`config.mk`:
```
export PLATFORM = sky130hd
export DESIGN_NAME = alu_issue_flat
export DESIGN_NICKNAME = d
export VERILOG_FILES = /design/src/rtl/alu_issue_if.sv /design/src/rtl/alu_issue.sv /design/src/flat_wrapper.sv
export SDC_FILE = /design/constraint.sdc
export NUM_CORES = 1
export LEC_CHECK = 0
export CAP_MARGIN = 30
export CELL_PAD_IN_SITES_DETAIL_PLACEMENT = 1
export CELL_PAD_IN_SITES_GLOBAL_PLACEMENT = 2
export CORE_AREA = 2 2 155 157
export DETAILED_ROUTE_END_ITERATION = 6
export DIE_AREA = 0 0 157 159
export PLACE_DENSITY = 0.91
export SKIP_CTS_REPAIR_TIMING = 1
export SYNTH_ARGS = -nofsm -noshare
export SYNTH_HDL_FRONTEND = slang
export SYNTH_SLANG_ARGS = --single-unit
```
`constraint.sdc`:
```
create_clock -name clk_i -period 3.2 [get_ports clk_i]
set_input_delay 0.48 -clock clk_i [delete_from_list [all_inputs] [get_ports clk_i]]
set_output_delay 0.48 -clock clk_i [all_outputs]
set_load 0.01 [all_outputs]
```
`src/rtl/alu_issue_if.sv`:
```
// alu_issue_if: fetch/RF/execute/writeback signals of the ALU issue stage
interface alu_issue_if #(parameter int bitWidth = 32);
  logic                flush_i;
  logic                instr_valid_i;
  logic [31:0]         instr_i;
  logic                instr_ready_o;
  logic [4:0]          rs1_adr_o;
  logic [4:0]          rs2_adr_o;
  logic [bitWidth-1:0] rs1_rf_data_i;
  logic [bitWidth-1:0] rs2_rf_data_i;
  logic                issue_valid_o;
  logic                issue_ready_i;
  logic [bitWidth-1:0] rs1_data_o;
  logic [bitWidth-1:0] rs2_data_o;
  logic                cin_o;
  logic [1:0]          cmd_o;
  logic [4:0]          rd_adr_o;
  logic                illegal_o;
  logic                wb_valid_i;
  logic [4:0]          wb_adr_i;
  modport slave (
    input  flush_i, instr_valid_i, instr_i, rs1_rf_data_i, rs2_rf_data_i, issue_ready_i, wb_valid_i, wb_adr_i,
    output instr_ready_o, rs1_adr_o, rs2_adr_o, issue_valid_o, rs1_data_o, rs2_data_o, cin_o, cmd_o, rd_adr_o, illegal_o
  );
  modport master (
    output flush_i, instr_valid_i, instr_i, rs1_rf_data_i, rs2_rf_data_i, issue_ready_i, wb_valid_i, wb_adr_i,
    input  instr_ready_o, rs1_adr_o, rs2_adr_o, issue_valid_o, rs1_data_o, rs2_data_o, cin_o, cmd_o, rd_adr_o, illegal_o
  );
endinterface

```
`src/rtl/alu_issue.sv`:
```
// alu_issue: RV32I ALU-class decode/issue with busy-bit scoreboard and one-entry output register
module alu_issue #(parameter int bitWidth = 32) (
  input logic         clk_i,
  input logic         reset_n_i,
  alu_issue_if.slave  bus
);
  logic [6:0]          op, f7;
  logic [2:0]          f3;
  logic [4:0]          rs1, rs2, rd;
  logic                r_ok, i_ok, lui, legal, stall, accept;
  logic [31:0]         busy_q, busy_d, busy_eff, clr, set;
  logic                valid_q, valid_d, illegal_q, illegal_d, cin_q, cin_d;
  logic [bitWidth-1:0] a_q, a_d, b_q, b_d;
  logic [1:0]          cmd_q, cmd_d;
  logic [4:0]          rd_q, rd_d;
  assign op  = bus.instr_i[6:0];
  assign rd  = bus.instr_i[11:7];
  assign f3  = bus.instr_i[14:12];
  assign rs1 = bus.instr_i[19:15];
  assign rs2 = bus.instr_i[24:20];
  assign f7  = bus.instr_i[31:25];
  always_comb begin
    r_ok   = op == 7'b0110011 && ((f7 == 7'b0 && (f3 == 3'b000 || f3[2])) && f3 != 3'b101
             || f7 == 7'b0100000 && f3 == 3'b000);
    i_ok   = op == 7'b0010011 && (f3 == 3'b000 || f3[2]) && f3 != 3'b101;
    lui    = op == 7'b0110111;
    legal  = r_ok | i_ok | lui;
    clr    = bus.wb_valid_i ? 32'b1 << bus.wb_adr_i : 32'b0;
    // writeback frees its register in the same cycle so the dependent can issue immediately
    busy_eff = busy_q & ~clr;
    stall  = ((r_ok | i_ok) & busy_eff[rs1]) | (r_ok & busy_eff[rs2]) | (legal & busy_eff[rd]);
    bus.instr_ready_o = !bus.flush_i & !stall & (!valid_q | bus.issue_ready_i);
    accept = bus.instr_valid_i & bus.instr_ready_o;
    set    = accept & legal ? 32'b1 << rd : 32'b0;
    busy_d = bus.flush_i ? 32'b0 : (busy_q & ~clr) | set;
    busy_d[0] = 1'b0;
    valid_d   = bus.flush_i ? 1'b0 : accept & legal ? 1'b1 : valid_q & !bus.issue_ready_i;
    illegal_d = accept & !legal;
    a_d   = accept & legal ? (lui ? '0 : bus.rs1_rf_data_i) : a_q;
    b_d   = !(accept & legal) ? b_q :
            lui  ? bitWidth'($signed({bus.instr_i[31:12], 12'b0})) :
            i_ok ? bitWidth'($signed(bus.instr_i[31:20])) :
            f7[5] ? ~bus.rs2_rf_data_i : bus.rs2_rf_data_i;
    cin_d = accept & legal ? r_ok & f7[5] : cin_q;
    cmd_d = !(accept & legal) ? cmd_q : lui ? 2'b00 :
            f3 == 3'b111 ? 2'b01 : f3 == 3'b110 ? 2'b10 : f3 == 3'b100 ? 2'b11 : 2'b00;
    rd_d  = accept & legal ? rd : rd_q;
  end
  always_ff @(posedge clk_i) begin
    if (!reset_n_i) begin
      busy_q    <= '0;
      valid_q   <= 1'b0;
      illegal_q <= 1'b0;
      a_q       <= '0;
      b_q       <= '0;
      cin_q     <= 1'b0;
      cmd_q     <= 2'b00;
      rd_q      <= 5'd0;
    end else begin
      busy_q    <= busy_d;
      valid_q   <= valid_d;
      illegal_q <= illegal_d;
      a_q       <= a_d;
      b_q       <= b_d;
      cin_q     <= cin_d;
      cmd_q     <= cmd_d;
      rd_q      <= rd_d;
    end
  end
  assign bus.rs1_adr_o     = rs1;
  assign bus.rs2_adr_o     = rs2;
  assign bus.issue_valid_o = valid_q;
  assign bus.illegal_o     = illegal_q;
  assign bus.rs1_data_o    = a_q;
  assign bus.rs2_data_o    = b_q;
  assign bus.cin_o         = cin_q;
  assign bus.cmd_o         = cmd_q;
  assign bus.rd_adr_o      = rd_q;
endmodule
```
`src/flat_wrapper.sv`:
```
// flat-port wrapper written by rule: the top's interface ports become plain ports
module alu_issue_flat 
#(parameter int bitWidth = 32)
  (clk_i, reset_n_i, bus_flush_i, bus_instr_valid_i, bus_instr_i, bus_rs1_rf_data_i, bus_rs2_rf_data_i, bus_issue_ready_i, bus_wb_valid_i, bus_wb_adr_i, bus_instr_ready_o, bus_rs1_adr_o, bus_rs2_adr_o, bus_issue_valid_o, bus_rs1_data_o, bus_rs2_data_o, bus_cin_o, bus_cmd_o, bus_rd_adr_o, bus_illegal_o);
  alu_issue_if #(.bitWidth(bitWidth)) bus_i ();
  input logic clk_i;
  input logic reset_n_i;
  input wire logic [$bits(bus_i.flush_i)-1:0] bus_flush_i;
  input wire logic [$bits(bus_i.instr_valid_i)-1:0] bus_instr_valid_i;
  input wire logic [$bits(bus_i.instr_i)-1:0] bus_instr_i;
  input wire logic [$bits(bus_i.rs1_rf_data_i)-1:0] bus_rs1_rf_data_i;
  input wire logic [$bits(bus_i.rs2_rf_data_i)-1:0] bus_rs2_rf_data_i;
  input wire logic [$bits(bus_i.issue_ready_i)-1:0] bus_issue_ready_i;
  input wire logic [$bits(bus_i.wb_valid_i)-1:0] bus_wb_valid_i;
  input wire logic [$bits(bus_i.wb_adr_i)-1:0] bus_wb_adr_i;
  output wire logic [$bits(bus_i.instr_ready_o)-1:0] bus_instr_ready_o;
  output wire logic [$bits(bus_i.rs1_adr_o)-1:0] bus_rs1_adr_o;
  output wire logic [$bits(bus_i.rs2_adr_o)-1:0] bus_rs2_adr_o;
  output wire logic [$bits(bus_i.issue_valid_o)-1:0] bus_issue_valid_o;
  output wire logic [$bits(bus_i.rs1_data_o)-1:0] bus_rs1_data_o;
  output wire logic [$bits(bus_i.rs2_data_o)-1:0] bus_rs2_data_o;
  output wire logic [$bits(bus_i.cin_o)-1:0] bus_cin_o;
  output wire logic [$bits(bus_i.cmd_o)-1:0] bus_cmd_o;
  output wire logic [$bits(bus_i.rd_adr_o)-1:0] bus_rd_adr_o;
  output wire logic [$bits(bus_i.illegal_o)-1:0] bus_illegal_o;
  assign bus_i.flush_i = bus_flush_i;
  assign bus_i.instr_valid_i = bus_instr_valid_i;
  assign bus_i.instr_i = bus_instr_i;
  assign bus_i.rs1_rf_data_i = bus_rs1_rf_data_i;
  assign bus_i.rs2_rf_data_i = bus_rs2_rf_data_i;
  assign bus_i.issue_ready_i = bus_issue_ready_i;
  assign bus_i.wb_valid_i = bus_wb_valid_i;
  assign bus_i.wb_adr_i = bus_wb_adr_i;
  assign bus_instr_ready_o = bus_i.instr_ready_o;
  assign bus_rs1_adr_o = bus_i.rs1_adr_o;
  assign bus_rs2_adr_o = bus_i.rs2_adr_o;
  assign bus_issue_valid_o = bus_i.issue_valid_o;
  assign bus_rs1_data_o = bus_i.rs1_data_o;
  assign bus_rs2_data_o = bus_i.rs2_data_o;
  assign bus_cin_o = bus_i.cin_o;
  assign bus_cmd_o = bus_i.cmd_o;
  assign bus_rd_adr_o = bus_i.rd_adr_o;
  assign bus_illegal_o = bus_i.illegal_o;
  alu_issue #(.bitWidth(bitWidth)) u_core (.clk_i(clk_i), .reset_n_i(reset_n_i), .bus(bus_i));
endmodule
```
==> flow_metrics.tcl <==
set metrics [dict create \
    antenna_left 0 \
    slew_viol_final 0 \
    yosysUniqueCellTypes 61 \
    clock_sinks 105 \
    cp.required_ps 2720 \
    synth_flop_cell "dfxtp_1" \
    yosys_warnings 0 \
    critical_path.endpoint_type "primary output" \
    path_common_cell "buf_4" \
    drt_drc_violations_left 0 \
    synth_top_family_by_area "simple AND/OR/NAND/NOR gates" \
    synth-xor-area-share_pct 4.51 \
    setup_viol 1 \
    synth.top_cells.by_count "115 x nand2_1, 105 x dfxtp_1, 80 x mux2i_1" \
    synth_seq_cells 105 \
    start_util_pct 26.8 \
    cap_violations 0 \
    first_pass_iters 5 \
    finalCritPeriodShare_pct 101 \
    fin_ws_ps -22.9 \
    async_flop_share_pct 0 \
    area_delta_synth_final_pct 58.2 \
    initialDrtViolationCount 467 \
    synth_edf_count 0 \
    max_stage_delay_ps 420 \
    yosysSeqAreaShare_pct 33.8 \
    drive_gt1_share_pct 20.3 \
    synth.area.mux_share_pct 14.7 \
    syn-mean-instance-area_um2 8.40 \
    synth_most_common_cell "nand2_1" \
    wl_mm 28.1 \
    hold_violations 0 \
    p_leak_nw 4.07 \
    fin_skew_ps 15.0 \
    grt.total_usage_pct 21.7 \
    fill_cells 2710 \
    antenna_found_initial 2 \
    worst_setup_path_start_kind "input pin" \
    synth_top_area_cell "dfxtp_1" \
    htreeDepth 3 \
    die_y_um 159 \
    status "finished, violations left" \
    maxSlewHeadroom_pct 41.3 \
    synth_top_area_share_pct 33.8 \
    synth_compound_area_share_pct 19.9 \
    synthAdderAreaFrac_pct 0 \
    powerDensity_nw_per_um2 311 \
    place_hpwl_mm 20.6 \
    crit_chain "clkdlybuf4s50_1 -> and4_1 -> buf_4 -> a2bb2oi_1 -> a31oi_1 -> buf_4 -> buf_4 -> o311a_1 -> a2111oi_4 -> and3b_2 -> buf_6" \
    arrival_ps 2740 \
    gp_congestion 0.929 \
    syn_nets 848 \
    num_io_pins 192 \
    cp_top_family "buffers and inverters" \
    grt_max_degree 90 \
    cts_max_path_buffers 2 \
    rsz0062_at_grt "yes" \
    grt_pass1_vias 7180 \
    fp-row-count 56 \
    finalCriticalPeriod_ps 3220 \
    whs_ps 461 \
    ir_worst_vdd_mv 0.201 \
    numPortBuffers 191 \
    synthTopCellsByArea "dfxtp_1 34%, mux2i_1 13%, nand2_1 6.9%" \
    cts_inserted_buffers 9 \
    synthesis.area_um2 6220 \
    crit_type "input pin to primary output" \
    grt_overflow 0 \
    root_buffer "clkbuf_16" \
    chipWidth_um 157 \
    setup_tns_ps -22.9 \
    cts_tree "built" \
    fmax_ghz 0.310 \
    min_path_type "flip-flop to flip-flop" \
    die_area_um2 25000 \
    syn_inst 741 \
    total_power_mw 3.06 \
    synth-simple-area-share_pct 20.4 \
    violations "negative setup slack" \
    wl_per_cell_um 20.9 \
    worst-path-max-fanout 3 \
    cpMaxStageDelayCell "clkdlybuf4s50_1" \
    core_area_um2 23200 \
    path_buf_inv 5 \
    grt_pass1_wl_mm 42.0 \
    insertion_delay_ps 370 \
    fin_nets 1122 \
    vias 7006 \
    vias_per_cell 5.22 \
    clk_pin_slew_ps 80 \
    worst_pin_slew_ps 880 \
]
-- report_power, final --
part	switching, mW	internal [mW]
combinational	0.271	0.299
clock	0.624	0.562
sequential	0.000690	1.31
total	0.895	2.17
-- path summary, 6_finish.rpt --
kind | startpoint | slack (ps) | cells past startpoint | endpoint
max | bus_instr_i[0] | -20 | 11 | bus_instr_ready_o
max reg2reg | u_core.busy_q[18] | 640 | 10 | u_core.busy_q[14]
min reg2reg | u_core.bus.rs1_data_o[14] | 460 | 2 | u_core.bus.rs1_data_o[14]
min | u_core.bus.rs1_data_o[14] | 460 | 2 | u_core.bus.rs1_data_o[14]
-- state kept, by name (all words and copies together) (netlist names) --
register                  flops
u_core.bus.rs2_data_o        32
u_core.bus.rs1_data_o        32
u_core.bus.issue_valid_o      1
u_core.bus.cmd_o              2
u_core.bus.cin_o              1
u_core.bus.illegal_o          1
u_core.bus.rd_adr_o           5
u_core.busy_q                31
-- layout make-up --
cell class	instances	area [um2]	share of cell area, %
Multi-Input combinational cell	549	3840	39.0
Timing Repair Buffer	339	3150	32.0
Sequential cell	105	2100	21.4
Tap cell	319	399	4.06
Clock buffer	9	225	2.29
Clock inverter	7	83.8	0.852
Inverter	11	41.3	0.420
Antenna cell	2	5.00	0.0509
-- per-layer routing --
layer,track usage [%],vias to the layer above,share of wire (%)
li1,-,3280,-
met5,0,-,0
met1,28.3,3418,45
met2,34.6,256,46
met4,9.34,0,3.3
met3,4.33,52,6.5
-- tightest hold or removal path, stage by stage, from the launching register on --
cell	delay [ps]
dfxtp_1	310
nand2_1	50
mux2i_1	50
-- metrics by stage --
stage	instance area, um2	setup slack [ps]	cells	utilization (%)
detailed placement	9260	-1100	1317	39.9
global route	9840	-125	1341	42.4
floorplan	6220	464	741	-
CTS	9570	-1110	1333	41.2
global placement	9260	-983	1317	39.9
finish	9840	-22.9	1341	42.4
-- placed cells by master, fill, tap and decap left out, drive strengths merged, types with 14 or more instances in the layout --
cell type        n
clkdlybuf4s50  174
buf            152
nand2          115
dfxtp          105
mux2i           80
nand3           51
o21ai           39
o32ai           32
xnor2           32
o211ai          21
a211oi          21
a21oi           16
nor2            15
nand2b          15
inv             14
-- cell families (layout without fill, tap and decap cells) --
group	count (synthesis)	after routing
and+or+nand+nor	258	258
AOI/OAI and AO/OA	173	173
DFF	105	105
buffers and inverters	87	366
muxes	86	86
xor gates and xnor gates	32	32
other	0	2
Note: power is estimated with default switching activity, not from simulation.
